### config.mk
export PLATFORM = sky130hd
export DESIGN_NAME = voice_alloc_flat
export DESIGN_NICKNAME = d
export VERILOG_FILES = /design/src/rtl/voice_alloc_pkg.sv /design/src/rtl/voice_alloc_if.sv /design/src/rtl/voice_age_rank.sv /design/src/rtl/voice_alloc.sv /design/src/flat_wrapper.sv
export SDC_FILE = /design/constraint.sdc
export NUM_CORES = 1
export LEC_CHECK = 0
export CAP_MARGIN = 20
export CORE_MARGIN = 3
export CORE_UTILIZATION = 40
export DETAILED_ROUTE_END_ITERATION = 8
export GPL_TIMING_DRIVEN = 0
export PLACE_DENSITY_LB_ADDON = 0.3
export SYNTH_ARGS = -nofsm -noshare
export SYNTH_HDL_FRONTEND = slang
export SYNTH_SLANG_ARGS = --single-unit
### constraint.sdc
create_clock -name reg_clk -period 3.1 [get_ports reg_clk]
set_input_delay 0.62 -clock reg_clk [delete_from_list [all_inputs] [get_ports reg_clk]]
set_output_delay 0.62 -clock reg_clk [all_outputs]
set_load 0.01 [all_outputs]
### src/rtl/voice_alloc_pkg.sv
// voice_alloc_pkg
// Shared types and constants for the voice allocator:
//   state_e / S_*  : allocator FSM state encoding
//   key_t, vel_t   : 7-bit MIDI key number and velocity
//   NO_VOICE       : flag bit value marking an empty scan result
//   voice_found()  : helper that decodes the flag bit of a scan result
package voice_alloc_pkg;

  typedef enum logic [2:0] {
    ST_IDLE   = 3'd0,
    ST_SCAN   = 3'd1,
    ST_COMMIT = 3'd2,
    ST_STROBE = 3'd3,
    ST_HOLD   = 3'd4
  } state_e;

  // Plain constants so the state register can stay a logic vector.
  localparam logic [2:0] S_IDLE   = ST_IDLE;
  localparam logic [2:0] S_SCAN   = ST_SCAN;
  localparam logic [2:0] S_COMMIT = ST_COMMIT;
  localparam logic [2:0] S_STROBE = ST_STROBE;
  localparam logic [2:0] S_HOLD   = ST_HOLD;

  typedef logic [6:0] key_t;
  typedef logic [6:0] vel_t;

  // Scan results are {flag, index}; flag == NO_VOICE means nothing was found.
  localparam logic NO_VOICE = 1'b1;

  function automatic logic voice_found(input logic flag);
    return flag != NO_VOICE;
  endfunction

endpackage

### src/rtl/voice_alloc_if.sv
// voice_alloc_if
// Event side (MIDI decoder -> allocator) and per-voice key side
// (allocator -> pitch/envelope engines) of the voice allocator.
//   master : allocator view (accepts events, drives gates and key strobes)
//   slave  : decoder/engine view
// Signals:
//   ev_valid, ev_ready, ev_note_on, ev_key, ev_vel, all_notes_off
//   gate, cur_key_adr, cur_key_val, cur_vel, note_on, voice_steal, ev_dropped
interface voice_alloc_if #(
  parameter int VOICES  = 8,
  parameter int V_WIDTH = 3
);
  import voice_alloc_pkg::*;

  logic               ev_valid;
  logic               ev_ready;
  logic               ev_note_on;
  key_t               ev_key;
  vel_t               ev_vel;
  logic               all_notes_off;

  logic [VOICES-1:0]  gate;
  logic [V_WIDTH-1:0] cur_key_adr;
  logic [7:0]         cur_key_val;
  vel_t               cur_vel;
  logic               note_on;
  logic               voice_steal;
  logic               ev_dropped;

  modport master (
    input  ev_valid, ev_note_on, ev_key, ev_vel, all_notes_off,
    output ev_ready, gate, cur_key_adr, cur_key_val, cur_vel,
    output note_on, voice_steal, ev_dropped
  );

  modport slave (
    output ev_valid, ev_note_on, ev_key, ev_vel, all_notes_off,
    input  ev_ready, gate, cur_key_adr, cur_key_val, cur_vel,
    input  note_on, voice_steal, ev_dropped
  );

endinterface

### src/rtl/voice_age_rank.sv
// voice_age_rank
// Recency rank per voice: 0 = most recently assigned, VOICES-1 = oldest.
// The ranks always form a permutation of 0..VOICES-1.
// Ports:
//   reg_clk, reset : clock, synchronous active-high reset (rank[i] = i)
//   touch_i, idx_i : make voice idx_i the newest
//   rd_idx_i       : voice whose rank is read back
//   rd_rank_o      : rank of voice rd_idx_i
module voice_age_rank #(
  parameter int VOICES  = 8,
  parameter int V_WIDTH = 3
) (
  input  logic               reg_clk,
  input  logic               reset,
  input  logic               touch_i,
  input  logic [V_WIDTH-1:0] idx_i,
  input  logic [V_WIDTH-1:0] rd_idx_i,
  output logic [V_WIDTH-1:0] rd_rank_o
);

  logic [V_WIDTH-1:0] rank_q [VOICES];
  logic [V_WIDTH-1:0] old_rank;

  assign old_rank  = rank_q[idx_i];
  assign rd_rank_o = rank_q[rd_idx_i];

  // Only ranks younger than the touched voice age by one, so the oldest
  // possible rank is never exceeded and no wrap can occur.
  always_ff @(posedge reg_clk) begin
    if (reset) begin
      for (int v = 0; v < VOICES; v++) rank_q[v] <= V_WIDTH'(v);
    end else if (touch_i) begin
      for (int v = 0; v < VOICES; v++) begin
        if (V_WIDTH'(v) == idx_i)     rank_q[v] <= '0;
        else if (rank_q[v] < old_rank) rank_q[v] <= rank_q[v] + 1'b1;
      end
    end
  end

endmodule

### src/rtl/voice_alloc.sv
// voice_alloc
// MIDI note-event to synth-voice allocator. Per note-on: retrigger the voice
// already holding the key, else the lowest free voice, else (optionally)
// steal the oldest voice. The chosen key is strobed to the per-voice key
// registers downstream via cur_key_adr/cur_key_val/cur_vel and note_on.
// Build option: VOICE_STEAL_EN enables stealing; without it a note-on that
// finds every voice held pulses ev_dropped and changes nothing.
// Ports:
//   reg_clk : sole clock
//   reset   : synchronous, active-high
//   bus     : voice_alloc_if.master (event handshake and voice key outputs)
//
// state  | meaning
// IDLE   | ready for an event; all_notes_off clears every gate
// SCAN   | one voice per cycle: record match, lowest free, oldest
// COMMIT | apply note-on/note-off decision to gates, keys, ranks, cur_*
// STROBE | note_on (and voice_steal) high
// HOLD   | note_on low, cur_* still stable
module voice_alloc
  import voice_alloc_pkg::*;
#(
  parameter int VOICES  = 8,
  parameter int V_WIDTH = 3
) (
  input logic reg_clk,
  input logic reset,
  voice_alloc_if.master bus
);

  logic [2:0]         state_q, state_d;
  logic [V_WIDTH-1:0] scan_idx_q;
  logic               ev_on_q;
  key_t               ev_key_q;
  vel_t               ev_vel_q;
  logic [V_WIDTH:0]   match_q, free_q;
  logic [V_WIDTH-1:0] oldest_q;
  logic [VOICES-1:0]  gate_q;
  key_t               key_q [VOICES];
  logic [V_WIDTH-1:0] cur_key_adr_q;
  key_t               cur_key_q;
  vel_t               cur_vel_q;
  logic               note_on_q, voice_steal_q;

  logic [V_WIDTH-1:0] rank_rd;
  logic               accept;
  logic               has_match, has_free;
  logic               assign_c, release_c, stolen_c, drop_c;
  logic [V_WIDTH-1:0] target_c;

  localparam logic [V_WIDTH:0] NONE = {NO_VOICE, {V_WIDTH{1'b0}}};

  voice_age_rank #(.VOICES(VOICES), .V_WIDTH(V_WIDTH)) u_rank (
    .reg_clk  (reg_clk),
    .reset    (reset),
    .touch_i  (assign_c),
    .idx_i    (target_c),
    .rd_idx_i (scan_idx_q),
    .rd_rank_o(rank_rd)
  );

  assign bus.ev_ready = (state_q == S_IDLE) && !reset && !bus.all_notes_off;
  assign accept       = bus.ev_valid && bus.ev_ready;

  // Commit decision, only active in COMMIT.
  always_comb begin
    has_match = voice_found(match_q[V_WIDTH]);
    has_free  = voice_found(free_q[V_WIDTH]);
    target_c  = '0;
    assign_c  = 1'b0;
    release_c = 1'b0;
    stolen_c  = 1'b0;
    drop_c    = 1'b0;
    if (state_q == S_COMMIT) begin
      if (ev_on_q) begin
        if (has_match) begin
          target_c = match_q[V_WIDTH-1:0];
          assign_c = 1'b1;
        end else if (has_free) begin
          target_c = free_q[V_WIDTH-1:0];
          assign_c = 1'b1;
        end else begin
`ifdef VOICE_STEAL_EN
          target_c = oldest_q;
          assign_c = 1'b1;
          stolen_c = 1'b1;
`else
          drop_c   = 1'b1;
`endif
        end
      end else if (has_match) begin
        target_c  = match_q[V_WIDTH-1:0];
        release_c = 1'b1;
      end
    end
  end

`ifndef VOICE_STEAL_EN
  logic unused_oldest;
  assign unused_oldest = ^oldest_q;
`endif

  always_comb begin
    state_d = state_q;
    case (state_q)
      S_IDLE:   if (accept) state_d = S_SCAN;
      S_SCAN:   if (scan_idx_q == V_WIDTH'(VOICES - 1)) state_d = S_COMMIT;
      S_COMMIT: state_d = assign_c ? S_STROBE : S_IDLE;
      S_STROBE: state_d = S_HOLD;
      default:  state_d = S_IDLE;
    endcase
  end

  always_ff @(posedge reg_clk) begin
    if (reset) begin
      state_q       <= S_IDLE;
      scan_idx_q    <= '0;
      ev_on_q       <= 1'b0;
      ev_key_q      <= '0;
      ev_vel_q      <= '0;
      match_q       <= NONE;
      free_q        <= NONE;
      oldest_q      <= '0;
      gate_q        <= '0;
      for (int v = 0; v < VOICES; v++) key_q[v] <= '0;
      cur_key_adr_q <= '0;
      cur_key_q     <= '0;
      cur_vel_q     <= '0;
      note_on_q     <= 1'b0;
      voice_steal_q <= 1'b0;
    end else begin
      state_q       <= state_d;
      note_on_q     <= assign_c;
      voice_steal_q <= stolen_c;

      if (state_q == S_IDLE && bus.all_notes_off) gate_q <= '0;

      if (accept) begin
        // Velocity 0 note-on is treated as note-off from here on.
        ev_on_q    <= bus.ev_note_on && (bus.ev_vel != '0);
        ev_key_q   <= bus.ev_key;
        ev_vel_q   <= bus.ev_vel;
        scan_idx_q <= '0;
        match_q    <= NONE;
        free_q     <= NONE;
      end

      if (state_q == S_SCAN) begin
        scan_idx_q <= scan_idx_q + 1'b1;
        if (!voice_found(match_q[V_WIDTH]) && gate_q[scan_idx_q] &&
            key_q[scan_idx_q] == ev_key_q)
          match_q <= {~NO_VOICE, scan_idx_q};
        if (!voice_found(free_q[V_WIDTH]) && !gate_q[scan_idx_q])
          free_q <= {~NO_VOICE, scan_idx_q};
        if (rank_rd == V_WIDTH'(VOICES - 1)) oldest_q <= scan_idx_q;
      end

      if (assign_c) begin
        gate_q[target_c] <= 1'b1;
        key_q[target_c]  <= ev_key_q;
        cur_key_adr_q    <= target_c;
        cur_key_q        <= ev_key_q;
        cur_vel_q        <= ev_vel_q;
      end
      if (release_c) gate_q[target_c] <= 1'b0;
    end
  end

  assign bus.gate        = gate_q;
  assign bus.cur_key_adr = cur_key_adr_q;
  assign bus.cur_key_val = {1'b0, cur_key_q};
  assign bus.cur_vel     = cur_vel_q;
  assign bus.note_on     = note_on_q;
  assign bus.voice_steal = voice_steal_q;
  assign bus.ev_dropped  = drop_c;

endmodule
### src/flat_wrapper.sv
// flat-port wrapper written by rule: the top's interface ports become plain ports
module voice_alloc_flat import voice_alloc_pkg::*;
#(
  parameter int VOICES  = 8,
  parameter int V_WIDTH = 3
)
  (reg_clk, reset, bus_ev_valid, bus_ev_note_on, bus_ev_key, bus_ev_vel, bus_all_notes_off, bus_ev_ready, bus_gate, bus_cur_key_adr, bus_cur_key_val, bus_cur_vel, bus_note_on, bus_voice_steal, bus_ev_dropped);
  voice_alloc_if #(.VOICES(VOICES), .V_WIDTH(V_WIDTH)) bus_i ();
  input logic reg_clk;
  input logic reset;
  input wire logic [$bits(bus_i.ev_valid)-1:0] bus_ev_valid;
  input wire logic [$bits(bus_i.ev_note_on)-1:0] bus_ev_note_on;
  input wire logic [$bits(bus_i.ev_key)-1:0] bus_ev_key;
  input wire logic [$bits(bus_i.ev_vel)-1:0] bus_ev_vel;
  input wire logic [$bits(bus_i.all_notes_off)-1:0] bus_all_notes_off;
  output wire logic [$bits(bus_i.ev_ready)-1:0] bus_ev_ready;
  output wire logic [$bits(bus_i.gate)-1:0] bus_gate;
  output wire logic [$bits(bus_i.cur_key_adr)-1:0] bus_cur_key_adr;
  output wire logic [$bits(bus_i.cur_key_val)-1:0] bus_cur_key_val;
  output wire logic [$bits(bus_i.cur_vel)-1:0] bus_cur_vel;
  output wire logic [$bits(bus_i.note_on)-1:0] bus_note_on;
  output wire logic [$bits(bus_i.voice_steal)-1:0] bus_voice_steal;
  output wire logic [$bits(bus_i.ev_dropped)-1:0] bus_ev_dropped;
  assign bus_i.ev_valid = bus_ev_valid;
  assign bus_i.ev_note_on = bus_ev_note_on;
  assign bus_i.ev_key = bus_ev_key;
  assign bus_i.ev_vel = bus_ev_vel;
  assign bus_i.all_notes_off = bus_all_notes_off;
  assign bus_ev_ready = bus_i.ev_ready;
  assign bus_gate = bus_i.gate;
  assign bus_cur_key_adr = bus_i.cur_key_adr;
  assign bus_cur_key_val = bus_i.cur_key_val;
  assign bus_cur_vel = bus_i.cur_vel;
  assign bus_note_on = bus_i.note_on;
  assign bus_voice_steal = bus_i.voice_steal;
  assign bus_ev_dropped = bus_i.ev_dropped;
  voice_alloc #(.VOICES(VOICES), .V_WIDTH(V_WIDTH)) u_core (.reg_clk(reg_clk), .reset(reset), .bus(bus_i));
endmodule
* Word-level counts from Yosys, hierarchy flattened
Memory sizes are Yosys's and may differ from the RTL's. A register that Yosys moved wholly into a read port is not among the register bits.
Index checks and enable logic that the tools add are counted.
** Word-level totals
- Flip-flop bits (word level) :: 55
- Bits in latches :: 0
- Memory bits (writable) :: 56
- ROM bits :: 0
- Input port bits :: 19
- Memories kept :: 1
** Memory list
- u_core.key_q :: words 8, bits a word 7, rd ports 1, clocked after Yosys merged registers in 1, wr ports 8, RTL line voice_alloc.sv:38 : key_t key_q [VOICES];
** Operators by class
- Add/sub/neg operators :: 1
- Multiply operators :: 0
- Div/mod/pow operators :: 0
- Order comparisons :: 3
- Equal/unequal tests :: 7
- Shift operators :: 0
- Multiplexer cells :: 47
- Bitwise logic cells :: 3
- Reductions and logical operators :: 17
** Operators with widths (number)
- 8-bit 2-to-1 mux :: 5
- 3-bit 2-to-1 mux :: 12
- 4-bit 2-to-1 mux :: 6
- 1-bit 2-to-1 mux :: 19
- 3-bit one-hot mux with 4 select lines :: 1
- 1-bit logical AND :: 9
- 8-bit AND :: 1
- 3-bit by 4-bit less-than comparator with 1-bit output, second input constant :: 2
- 8-bit NOT :: 1
- 8-bit bitwise OR :: 1
- 7-bit equality test :: 1
- 7-bit 2-to-1 mux :: 1
- 7-bit nonzero test :: 1
- 7-bit OR reduction :: 1
- 3-bit by 2-bit equality test with 1-bit output, second input constant :: 2
- 2-bit by 1-bit != test with 1-bit output, second input constant :: 2
- 3-bit by 1-bit adder with 3-bit output, second input constant :: 1
- 1-bit binary-select mux with 3-bit select :: 1
- 1-bit demux with 3-bit select :: 1
- 3-bit by 1-bit equality test with 1-bit output, second input constant :: 1
- 3-bit equality test, second input constant :: 1
- 3-bit by 1-bit greater-or-equal comparator with 1-bit output, second input constant :: 1
- 1-bit logical NOT :: 3
- 3-bit logical NOT :: 1
- 3 further kinds :: 3

* Longest topological paths before layout
- Word-level depth :: 13
- Gate-level depth with buffers :: 8
- Gate-level depth less buffers :: 6

* Least setup slack after synthesis
No wires, ideal clock.
- Kind :: register -> register
- From :: register u_core.free_q[3]
- To :: memory u_core.key_q[6][0] in the netlist's numbering (enable)
- Setup time :: 0.328 ns
- Arrival time :: 1.615 ns
- Setup slack :: 1.157 ns
- Cell stages (with the launch flop) :: 8
- Buffers on the path :: 1
- Path through :: dfxtp_1 -> clkbuf_1 -> nand2b_1 -> o22ai_4 -> nand3_1 -> nor2_2 -> nand2_1 -> nand2b_1
** RTL lines
- start, declared :: RTL line voice_alloc.sv:35 : logic [V_WIDTH:0] match_q, free_q;
- start signal, assigned :: RTL line voice_alloc.sv:153 : free_q <= {~NO_VOICE, scan_idx_q};
- end, declared :: RTL line voice_alloc.sv:38

* Worst setup path after layout
- From :: register u_core.state_q[2]
- To :: output bus_ev_ready
** On the way
- Longest elaborated chain between the ends :: 3
** RTL lines
- start, declared :: RTL line voice_alloc.sv:30 : logic [2:0] state_q, state_d;
- start signal, assigned :: RTL line voice_alloc.sv:131 : state_q <= state_d;
- 3-bit logical NOT :: RTL line voice_alloc.sv:61 : assign bus.ev_ready = (state_q == S_IDLE) && !reset && !bus.all_notes_off;
- 1-bit logical AND (2 in series) :: RTL line voice_alloc.sv:61
- end, declared :: RTL line flat_wrapper.sv:16 : output wire logic [$bits(bus_i.ev_ready)-1:0] bus_ev_ready;
Every way passes these cells.

==> results.py <==
metrics = {
    "run_status": {
        "outcome": "finished, final reports clean",
    },
    "detailed_routing": {
        "drt_iter0_markers": 301,
        "detail_route.wl_per_cell_um": 18.4,
        "drtAntennaViolNets": 0,
        "drc": 0,
        "routed_wl_mm": 13.1,
        "drt_pre_antenna_iters": 4,
        "vias": 3747,
        "viasPerCell": 5.25,
    },
    "die": {
        "io_pins": 49,
        "core.rowCount": 40,
        "fp.dieW_um": 119,
        "start_util": 0.416,
        "die_area_um2": 14200,
        "die_h_um": 119,
        "core_area_um2": 12300,
    },
    "cts": {
        "numCtsBuffers": 17,
        "post-cts-setup-buffers": 0,
        "postCtsHoldBufs": 0,
        "cts_resized": 0,
        "cts.htree.levels": 4,
        "clk_pin_slew_worst_paths_ps": 60,
        "clkSinkCount": 114,
        "cts_tree": "done",
        "clk_path_buf_depth": 2,
        "root_buffer": "clkbuf_16",
        "clk_latency_ps": 410,
    },
    "setup_path": {
        "critPathLaunchType": "register",
        "cp_top_family": "simple AND/OR/NAND/NOR gates",
        "critPathMaxFanout": 6,
        "cp_num_buf_inv": 1,
        "slowest_stage": "clkdlybuf4s50_1",
        "cp_data_arrival_time_ps": 2220,
        "cp_data_required_time_ps": 2480,
        "cp_num_cells": 3,
        "path_cells": "nor3_1 > nor3b_2 > clkdlybuf4s50_1",
        "worstSetupPathType": "reg -> out",
        "critPathMaxStageDelay_ps": 600,
        "reg2regPathDepth": 8,
        "end_kind": "primary output",
    },
    "layout": {
        "fillers": 1091,
        "design.final.nets": 554,
        "layout.cells.most_common_list": "82 x nand2_1, 58 x dfxtp_1, 56 x edfxtp_1",
        "syn2layout_area_growth_pct": 24.9,
        "antenna_cells": 0,
        "multiInputGateArea_um2": 2090,
        "final_util": 0.520,
        "layout_commonest_cell": "nand2_1",
        "drive_above_1_share": 0.115,
        "seqCellArea_um2": 2840,
    },
    "timing": {
        "tightest_slew_ps": 814,
        "hold_viol": 0,
        "holdWs_ps": 456,
        "fin_skew_ps": 6.15,
        "setup_slack_ps": 263,
        "slew_headroom": 0.456,
        "period_minus_slack_ps": 2840,
        "finalCritPeriodShare": 0.915,
        "fmax_ghz": 0.352,
        "tns_ps": 0,
        "rsz0062_at_grt": "no",
        "final-max-slew-violation-count": 0,
        "setup_viol": 0,
    },
    "hold_path": {
        "whs_path_depth": 2,
        "hold_path.class": "reg -> reg",
    },
    "grt": {
        "grt_pass1_wl_mm": 20.7,
        "grt_usage": 0.192,
        "grt_overflow_total": 0,
        "grt_pass1_vias": 3921,
        "grt_antenna_before_repair": 0,
        "grt_max_degree": 17,
    },
    "synthesis": {
        "synth_ff_type": "dfxtp_1",
        "yosys.area.top_type": "edfxtp_1",
        "avgSynthCellArea_um2": 10.9,
        "synth_warnings": 0,
        "yosys.area.top_type_share": 0.329,
        "netlist_area_um2": 5100,
        "ys_types": 47,
        "ys_ff_latch": 114,
        "synth_edf_count": 56,
        "synthCells": 467,
        "synth_area_leaders": "edfxtp_1 33%, dfxtp_1 23%, and2_1 6.1%",
        "yosysSeqAreaShare": 0.557,
        "async_flop_share": 0,
    },
    "placed_design": {
        "port_buffers": 46,
        "place_congestion": 0.916,
        "dp_slack_ps": 133,
        "dp_hpwl_mm": 8.99,
    },
    "power": {
        "power_density_nw_per_um2": 592,
        "total_power_mw": 3.77,
        "peakVddDrop_v": 0.000349,
        "total_leakage_power_nw": 2.24,
    },
    "job": {
        "drv_cap": 0,
    },
}
==> state kept, by name (all words and copies together) (netlist names), named ones only <==
name                    flops
u_core.key_q               56
u_core.ev_vel_q             7
u_core.state_q              3
u_core.cur_key_q            7
u_core.bus.gate             8
u_core.bus.note_on          1
u_core.ev_on_q              1
u_core.bus.cur_vel          7
u_core.ev_key_q             7
u_core.scan_idx_q           3
u_core.bus.cur_key_adr      3
u_core.free_q               4
u_core.match_q              4
==> layout make-up <==
cell class                      count  share of cell area
Buffer                             31              0.0239
Clock buffer                       18              0.0706
Clock inverter                     14              0.0232
Inverter                            6             0.00353
Multi-Input combinational cell    317               0.328
Sequential cell                   114               0.446
Tap cell                          168              0.0330
Timing Repair Buffer               46              0.0722
==> cells by family after synthesis <==
kind of cell,share of synthesized area
XOR/XNOR,0.0120
other,0.000735
multiplexers,0.0973
adder cells (fa/ha/maj),0.00490
AO/OA/AOI/OAI,0.0816
buffers and inverters,0.0343
flip-flops,0.557
AND/OR/NAND/NOR,0.212
==> worst paths after layout <==
path	startpoint	endpoint	slack (ps)
min	u_core.ev_vel_q[5]	u_core.ev_vel_q[5]	460
max reg2reg	register	u_core.match_q[0]	460
min reg2reg	u_core.ev_vel_q[5]	u_core.ev_vel_q[5]	460
max	u_core.state_q[2]	bus_ev_ready	260
==> cell usage after synthesis, drive strengths merged, types with 9 or more instances <==
library cell and n:
clkbuf 20, and3 9, mux2i 23, and2 50, nor2 17, mux4 11
edfxtp 56, buf 11, nand2 82, a21oi 43, nor3 10, nand3 11
dfxtp 58
==> tightest hold or removal path: cells and delay by family (launching register included) <==
| family | cells | cell delay (ps) |
|---|---|---|
| flops | 1 | 310 |
| simple gates | 1 | 50 |
| compound gates | 1 | 50 |
==> power by group <==
| part | internal, mW | total, mW | switching, mW |
|---|---|---|---|
| Clock | 1.24 | 1.98 | 0.737 |
| Combinational | 0.0666 | 0.168 | 0.101 |
| Sequential | 1.61 | 1.63 | 0.0155 |
==> metal layers <==
layer | track usage | part of all wire | wire length, µm | vias to the layer above
met3 | 0.0527 | 0.057 | 750 | 14
met4 | 0.0644 | 0.014 | 180 | 0
li1 | - | - | - | 1792
met1 | 0.242 | 0.43 | 5700 | 1811
met5 | 0 | 0 | 0 | -
met2 | 0.319 | 0.50 | 6510 | 130
==> metrics by stage <==
stage	cells	area [µm²]
global placement	682	5780
detailed placement	682	5780
CTS	714	6380
finish	714	6380
global route	714	6380
floorplan	468	5110
(Power assumes the default switching activity.)
